**config.mk**
```make
export PLATFORM = sky130hd
export DESIGN_NAME = accu_arbiter
export DESIGN_NICKNAME = d
export VERILOG_FILES = /design/src/rtl/accu_arbiter.sv
export SDC_FILE = /design/constraint.sdc
export NUM_CORES = 1
export LEC_CHECK = 0
export BUFFER_PORTS_ARGS = -buffer_cell sky130_fd_sc_hd__buf_4
export CORE_MARGIN = 1
export CORE_UTILIZATION = 45
export CTS_CLUSTER_SIZE = 20
export DETAILED_ROUTE_END_ITERATION = 6
export MAX_ROUTING_LAYER = met4
export PLACE_DENSITY = 0.77
export SLEW_MARGIN = 10
export SYNTH_ARGS = -nofsm -noshare
export SYNTH_HDL_FRONTEND = slang
export SYNTH_SLANG_ARGS = --single-unit
export TNS_END_PERCENT = 30
```
**constraint.sdc**
```tcl
create_clock -name CLK -period 2.6 [get_ports CLK]
set_input_delay 0.39 -clock CLK [delete_from_list [all_inputs] [get_ports CLK]]
set_output_delay 0.39 -clock CLK [all_outputs]
set_load 0.005 [all_outputs]
```
**src/rtl/accu_arbiter.sv**
```systemverilog
// accu_arbiter: round-robin arbiter sharing one accumulator write port
// between NUM_CORES PLC cores, with per-core lock for multi-write bursts.
// Ports: CLK, CPU_Reset_N (async, active low); per-core CORE_Req,
// CORE_Lock, CORE_OPCode[2i+1:2i], CORE_ArgToSet[8i+7:8i] in;
// CORE_Grant, CORE_Ack, ACCU_WE/OPCode/ArgToSet/Owner, ARB_Busy,
// LOCK_Timeout out. All outputs registered.
// Build option: define ACCU_ARB_LOCK_TIMEOUT_EN to force-release a lock
// after LOCK_TIMEOUT idle cycles; otherwise LOCK_Timeout is tied to 0.
module accu_arbiter #(
  parameter int NUM_CORES    = 4,
  parameter int OWNER_W      = 2,
  parameter int LOCK_TIMEOUT = 64
) (
  input  logic                   CLK,
  input  logic                   CPU_Reset_N,
  input  logic [NUM_CORES-1:0]   CORE_Req,
  input  logic [NUM_CORES-1:0]   CORE_Lock,
  input  logic [2*NUM_CORES-1:0] CORE_OPCode,
  input  logic [8*NUM_CORES-1:0] CORE_ArgToSet,
  output logic [NUM_CORES-1:0]   CORE_Grant,
  output logic [NUM_CORES-1:0]   CORE_Ack,
  output logic                   ACCU_WE,
  output logic [1:0]             ACCU_OPCode,
  output logic [7:0]             ACCU_ArgToSet,
  output logic [OWNER_W-1:0]     ACCU_Owner,
  output logic                   ARB_Busy,
  output logic                   LOCK_Timeout
);

  typedef enum logic [1:0] {
    S_IDLE,
    S_WRITE,
    S_LOCKED
  } state_e;

  state_e state_q, state_d;
  logic [OWNER_W-1:0]   ptr_q, ptr_d;
  logic [OWNER_W-1:0]   owner_q, owner_d;
  logic [NUM_CORES-1:0] grant_q, grant_d;
  logic [NUM_CORES-1:0] ack_q, ack_d;
  logic                 we_q, we_d;
  logic [1:0]           opc_q, opc_d;
  logic [7:0]           arg_q, arg_d;
  logic                 busy_q;

  logic [NUM_CORES-1:0] req_eff;
  logic [NUM_CORES-1:0] lock_eff;
  logic [NUM_CORES-1:0] win_oh;
  logic [OWNER_W-1:0]   win;
  logic                 win_vld;
  logic [1:0]           win_opc;
  logic [7:0]           win_arg;
  logic                 own_req;
  logic                 own_req_raw;
  logic                 own_lock;
  logic [1:0]           own_opc;
  logic [7:0]           own_arg;

`ifdef ACCU_ARB_LOCK_TIMEOUT_EN
  localparam int CNT_W =
    (LOCK_TIMEOUT > 1) ? $clog2(LOCK_TIMEOUT) : 1;
  logic [CNT_W-1:0]     cnt_q, cnt_d;
  logic [NUM_CORES-1:0] ign_q, ign_d;
  logic                 to_q, to_d;
  // a lock that timed out stays ignored until the core drops it
  assign lock_eff = CORE_Lock & ~ign_q;
`else
  logic unused_cfg;
  assign unused_cfg = (LOCK_TIMEOUT > 0);
  assign lock_eff   = CORE_Lock;
`endif

  // a core in its Ack cycle cannot win again with a stale Req
  assign req_eff = CORE_Req & ~ack_q;

  // first requester above ptr, else first requester from 0
  always_comb begin
    win_vld = 1'b0;
    win     = '0;
    win_opc = '0;
    win_arg = '0;
    for (int i = 0; i < NUM_CORES; i++) begin
      if (!win_vld && req_eff[i] && OWNER_W'(i) > ptr_q) begin
        win_vld = 1'b1;
        win     = OWNER_W'(i);
        win_opc = CORE_OPCode[2*i +: 2];
        win_arg = CORE_ArgToSet[8*i +: 8];
      end
    end
    for (int i = 0; i < NUM_CORES; i++) begin
      if (!win_vld && req_eff[i] && OWNER_W'(i) <= ptr_q) begin
        win_vld = 1'b1;
        win     = OWNER_W'(i);
        win_opc = CORE_OPCode[2*i +: 2];
        win_arg = CORE_ArgToSet[8*i +: 8];
      end
    end
    for (int i = 0; i < NUM_CORES; i++) begin
      win_oh[i] = (OWNER_W'(i) == win);
    end
  end

  always_comb begin
    own_req     = 1'b0;
    own_req_raw = 1'b0;
    own_lock    = 1'b0;
    own_opc     = '0;
    own_arg     = '0;
    for (int i = 0; i < NUM_CORES; i++) begin
      if (OWNER_W'(i) == owner_q) begin
        own_req     = req_eff[i];
        own_req_raw = CORE_Req[i];
        own_lock    = lock_eff[i];
        own_opc     = CORE_OPCode[2*i +: 2];
        own_arg     = CORE_ArgToSet[8*i +: 8];
      end
    end
  end

  always_comb begin
    state_d = state_q;
    ptr_d   = ptr_q;
    owner_d = owner_q;
    grant_d = grant_q;
    ack_d   = '0;
    we_d    = 1'b0;
    opc_d   = opc_q;
    arg_d   = arg_q;
`ifdef ACCU_ARB_LOCK_TIMEOUT_EN
    cnt_d   = cnt_q;
    ign_d   = ign_q & CORE_Lock;
    to_d    = 1'b0;
`endif
    unique case (state_q)
      S_IDLE: begin
        if (win_vld) begin
          state_d = S_WRITE;
          grant_d = win_oh;
          owner_d = win;
          we_d    = 1'b1;
          opc_d   = win_opc;
          arg_d   = win_arg;
        end
      end
      S_WRITE: begin
        ack_d = grant_q;
        ptr_d = owner_q;
        if (own_lock) begin
          state_d = S_LOCKED;
`ifdef ACCU_ARB_LOCK_TIMEOUT_EN
          cnt_d   = '0;
`endif
        end else begin
          state_d = S_IDLE;
          grant_d = '0;
          owner_d = '0;
        end
      end
      S_LOCKED: begin
        if (own_req) begin
          state_d = S_WRITE;
          we_d    = 1'b1;
          opc_d   = own_opc;
          arg_d   = own_arg;
`ifdef ACCU_ARB_LOCK_TIMEOUT_EN
          cnt_d   = '0;
`endif
        end else if (!own_lock && !own_req_raw) begin
          state_d = S_IDLE;
          grant_d = '0;
          owner_d = '0;
`ifdef ACCU_ARB_LOCK_TIMEOUT_EN
        end else if (cnt_q == CNT_W'(LOCK_TIMEOUT-1)) begin
          state_d = S_IDLE;
          grant_d = '0;
          owner_d = '0;
          to_d    = 1'b1;
          ign_d   = ign_d | grant_q;
        end else begin
          cnt_d = cnt_q + 1'b1;
`endif
        end
      end
      default: state_d = S_IDLE;
    endcase
  end

  always_ff @(posedge CLK or negedge CPU_Reset_N) begin
    if (!CPU_Reset_N) begin
      state_q <= S_IDLE;
      ptr_q   <= OWNER_W'(NUM_CORES-1);
      owner_q <= '0;
      grant_q <= '0;
      ack_q   <= '0;
      we_q    <= 1'b0;
      opc_q   <= '0;
      arg_q   <= '0;
      busy_q  <= 1'b0;
    end else begin
      state_q <= state_d;
      ptr_q   <= ptr_d;
      owner_q <= owner_d;
      grant_q <= grant_d;
      ack_q   <= ack_d;
      we_q    <= we_d;
      opc_q   <= opc_d;
      arg_q   <= arg_d;
      busy_q  <= (state_d != S_IDLE);
    end
  end

`ifdef ACCU_ARB_LOCK_TIMEOUT_EN
  always_ff @(posedge CLK or negedge CPU_Reset_N) begin
    if (!CPU_Reset_N) begin
      cnt_q <= '0;
      ign_q <= '0;
      to_q  <= 1'b0;
    end else begin
      cnt_q <= cnt_d;
      ign_q <= ign_d;
      to_q  <= to_d;
    end
  end
  assign LOCK_Timeout = to_q;
`else
  assign LOCK_Timeout = 1'b0;
`endif

  assign CORE_Grant    = grant_q;
  assign CORE_Ack      = ack_q;
  assign ACCU_WE       = we_q;
  assign ACCU_OPCode   = opc_q;
  assign ACCU_ArgToSet = arg_q;
  assign ACCU_Owner    = owner_q;
  assign ARB_Busy      = busy_q;

endmodule

```
==> results by group <==
Timing
  • Clock Skew: 3.15 ps
  • Final Max Slew Viols: 0
  • Final setup fails: 0
  • Worst slew margin: 18.7%
  • Crit share post-route: 97.2%
  • Fmax: 0.396 GHz
  • Measured slew at the worst slew-check pin: 1210 ps
  • Final Hold Viols: 0
  • RSZ-0062 raised after global routing: true
  • Hold_ws: 13.2 ps
  • Final worst path period need: 2530 ps

Finish
  • Most frequent cells in the layout: 86 x buf_4, 38 x nand2_1, 24 x dfrtp_1
  • Most common cell after layout, fill and taps aside: buf_4
  • Multi-input gate area: 0.00127 mm²
  • Reg area: 653 µm²
  • Fillers: 372
  • # diodes: 0
  • # nets final: 350
  • Layout cell share with drive strength beyond 1: 39.7%
  • Syn-to-layout area delta: 35.5%

Placed design
  • I/O Buffers: 71
  • RePlAce Congestion: 1.01
  • DPL Wire Length: 4560 µm

Floorplan
  • Num ports: 73
  • Die Height: 68.8 µm
  • Initial Utilization: 48.4%
  • Die area: 0.00473 mm²
  • Horiz. Die Dim: 68.8 µm
  • FP Rows: 23
  • CORE AREA: 0.00414 mm²

Setup path
  • Reg2Reg Launch Point: ACCU_Owner[0]
  • Reg2Reg Depth: 5
  • CP arrival: 2720 ps
  • CP required: 2790 ps
  • Worst setup path class: reg2reg
  • CP Launch Type: flip-flop
  • CP Max Fanout: 3
  • Setup crit end kind: flip-flop
  • Crit path from: ACCU_Owner[0]

Detailed routing
  • Vias: 2168
  • TritonRoute pass-1 iters: 7
  • DRC Markers: 0
  • Post-route ant nets: 0
  • Vias per std cell: 6.28
  • Initial DRC count: 308
  • Total wire length: 6200 µm
  • DR WL/cell: 18.0 µm

Clock tree
  • Clk slew on worst S/H paths: 90 ps
  • Sink Count: 26
  • CTS buffer count: 3
  • Clk Latency, worst-skew pair: 270 ps
  • CTS root buf: clkbuf_8
  • Clock buffer depth: 2
  • H-tree depth: 1
  • CTS tree: done

Global route
  • GRT Util Overall: 28.8%
  • Initial antenna violation count: 0
  • Largest net degree at the start of global routing: 27
  • GRT overflow: 0
  • Vias in the first global route: 2100
  • First-pass GRT wire length: 9890 µm

Synth
  • Async SR Flop Fraction: 100%
  • Mapped Nets: 275
  • Seq cells post-synth: 26
  • Post-Syn Instances: 221
  • Synth warn: 0
  • Mapped Area: 0.00201 mm²
  • Count of cell types in the netlist: 48
  • Number of synthesized flops with an enable pin: 0
  • Main synth FF type: dfrtp_1
  • Syn avg cell area: 9.08 µm²
  • Sequential cell area fraction in the yosys report: 32.5%

Pwr
  • Pwr Density: 988 mW/mm²
  • VDD IR max: 0.486 mV
  • Lkg Pwr: 0.00121 µW
  • Overall Power: 2680 µW

Min path
  • Hold WC Path Type: in2async

Flow run
  • Maxcap violations: 0

Run status
  • Outcome: finished, final reports clean
cell type report:
| type | count | share of cell area (%) |
|---|---|---|
| flip-flops and latches | 26 | 24.0 |
| repair buffers | 86 | 23.7 |
| well taps | 50 | 2.30 |
| inverters | 3 | 0.414 |
| clock inverters | 1 | 1.10 |
| multi-input cells | 176 | 46.9 |
| clock buffers | 3 | 1.52 |
worst max-delay path: stages (launching register included):
cell     delay (ps)
dfrtp_1         420
mux4_2          520
o21a_1          190
or4_1           570
or4b_4          550
o31ai_2         180
path summary, 6_finish.rpt:
kind,slack (ps),endpoint
max in group asynchronous,2290,ptr_q[1]
min reg2reg,510,CORE_Grant[2]
min in group CLK,440,ACCU_ArgToSet[5]
max,70,CORE_Grant[0]
min,10,CORE_Grant[2]
max reg2reg,70,CORE_Grant[0]
cells in the mapped netlist, types with 7 or more instances:
cell,n,share of area [%]
mux2_2,11,6.2
dfrtp_1,24,30
a22oi_1,9,3.4
a31o_2,9,3.9
a21oi_1,7,1.7
nand2b_1,7,2.2
o211ai_1,9,3.4
clkbuf_1,10,1.9
nand2_1,38,7.1
a222oi_1,9,4.5
nor2_1,10,1.9
o221ai_1,10,4.4
per-layer routing:
metal / part of all wire, % / wire length [µm] / track usage (%) / vias up
met5: 0 / 0 / - / -
met4: 0.84 / 52 / 10.5 / 0
met3: 7.4 / 457 / 4.61 / 10
met2: 49 / 3010 / 45.1 / 108
met1: 43 / 2680 / 37.6 / 1036
li1: - / - / - / 1014
power by group:
part,internal (µW),switching (µW)
combinational,816,804
sequential,586,141
clock,206,131
what timing repair did:
action                                 CTS  global route
endpoints found under the hold margin    0             0
resized for setup                        0             1
setup endpoints to repair                0            10
setup buffers                            0             0
hold buffers                             0             0
sequential cells by signal, summed over array words and instances (netlist names):
register       cells
state_q            2
CORE_Ack           4
ACCU_Owner         2
ACCU_OPCode        2
ACCU_ArgToSet      8
ptr_q              2
ACCU_WE            1
CORE_Grant         4
ARB_Busy           1
cell families after synthesis:
| kind of cell | count (synthesis) | share of synthesized area, % |
|---|---|---|
| AO/OA/AOI/OAI | 76 | 29.6 |
| adder cells (fa/ha/maj) | 4 | 2.49 |
| buffers and inverters | 19 | 4.24 |
| flip-flops | 26 | 32.5 |
| multiplexers | 16 | 11.5 |
| other | 1 | 0.187 |
| AND/OR/NAND/NOR | 79 | 19.5 |
stage by stage:
step / area [µm²] / util, % / cells / TNS [ps] / worst slack, ps
6_report: 2720 / 65.6 / 345 / 0 / 73.0
3_3_place_gp: 2650 / 63.9 / 341 / 0 / 47.9
5_1_grt: 2720 / 65.6 / 345 / -24.0 / -24.0
3_5_place_dp: 2650 / 63.9 / 341 / 0 / 32.5
2_1_floorplan: 2020 / - / 221 / -20.0 / -20.0
4_1_cts: 2720 / 65.6 / 345 / 0 / 79.8
Power figures use the tool's default switching activity.
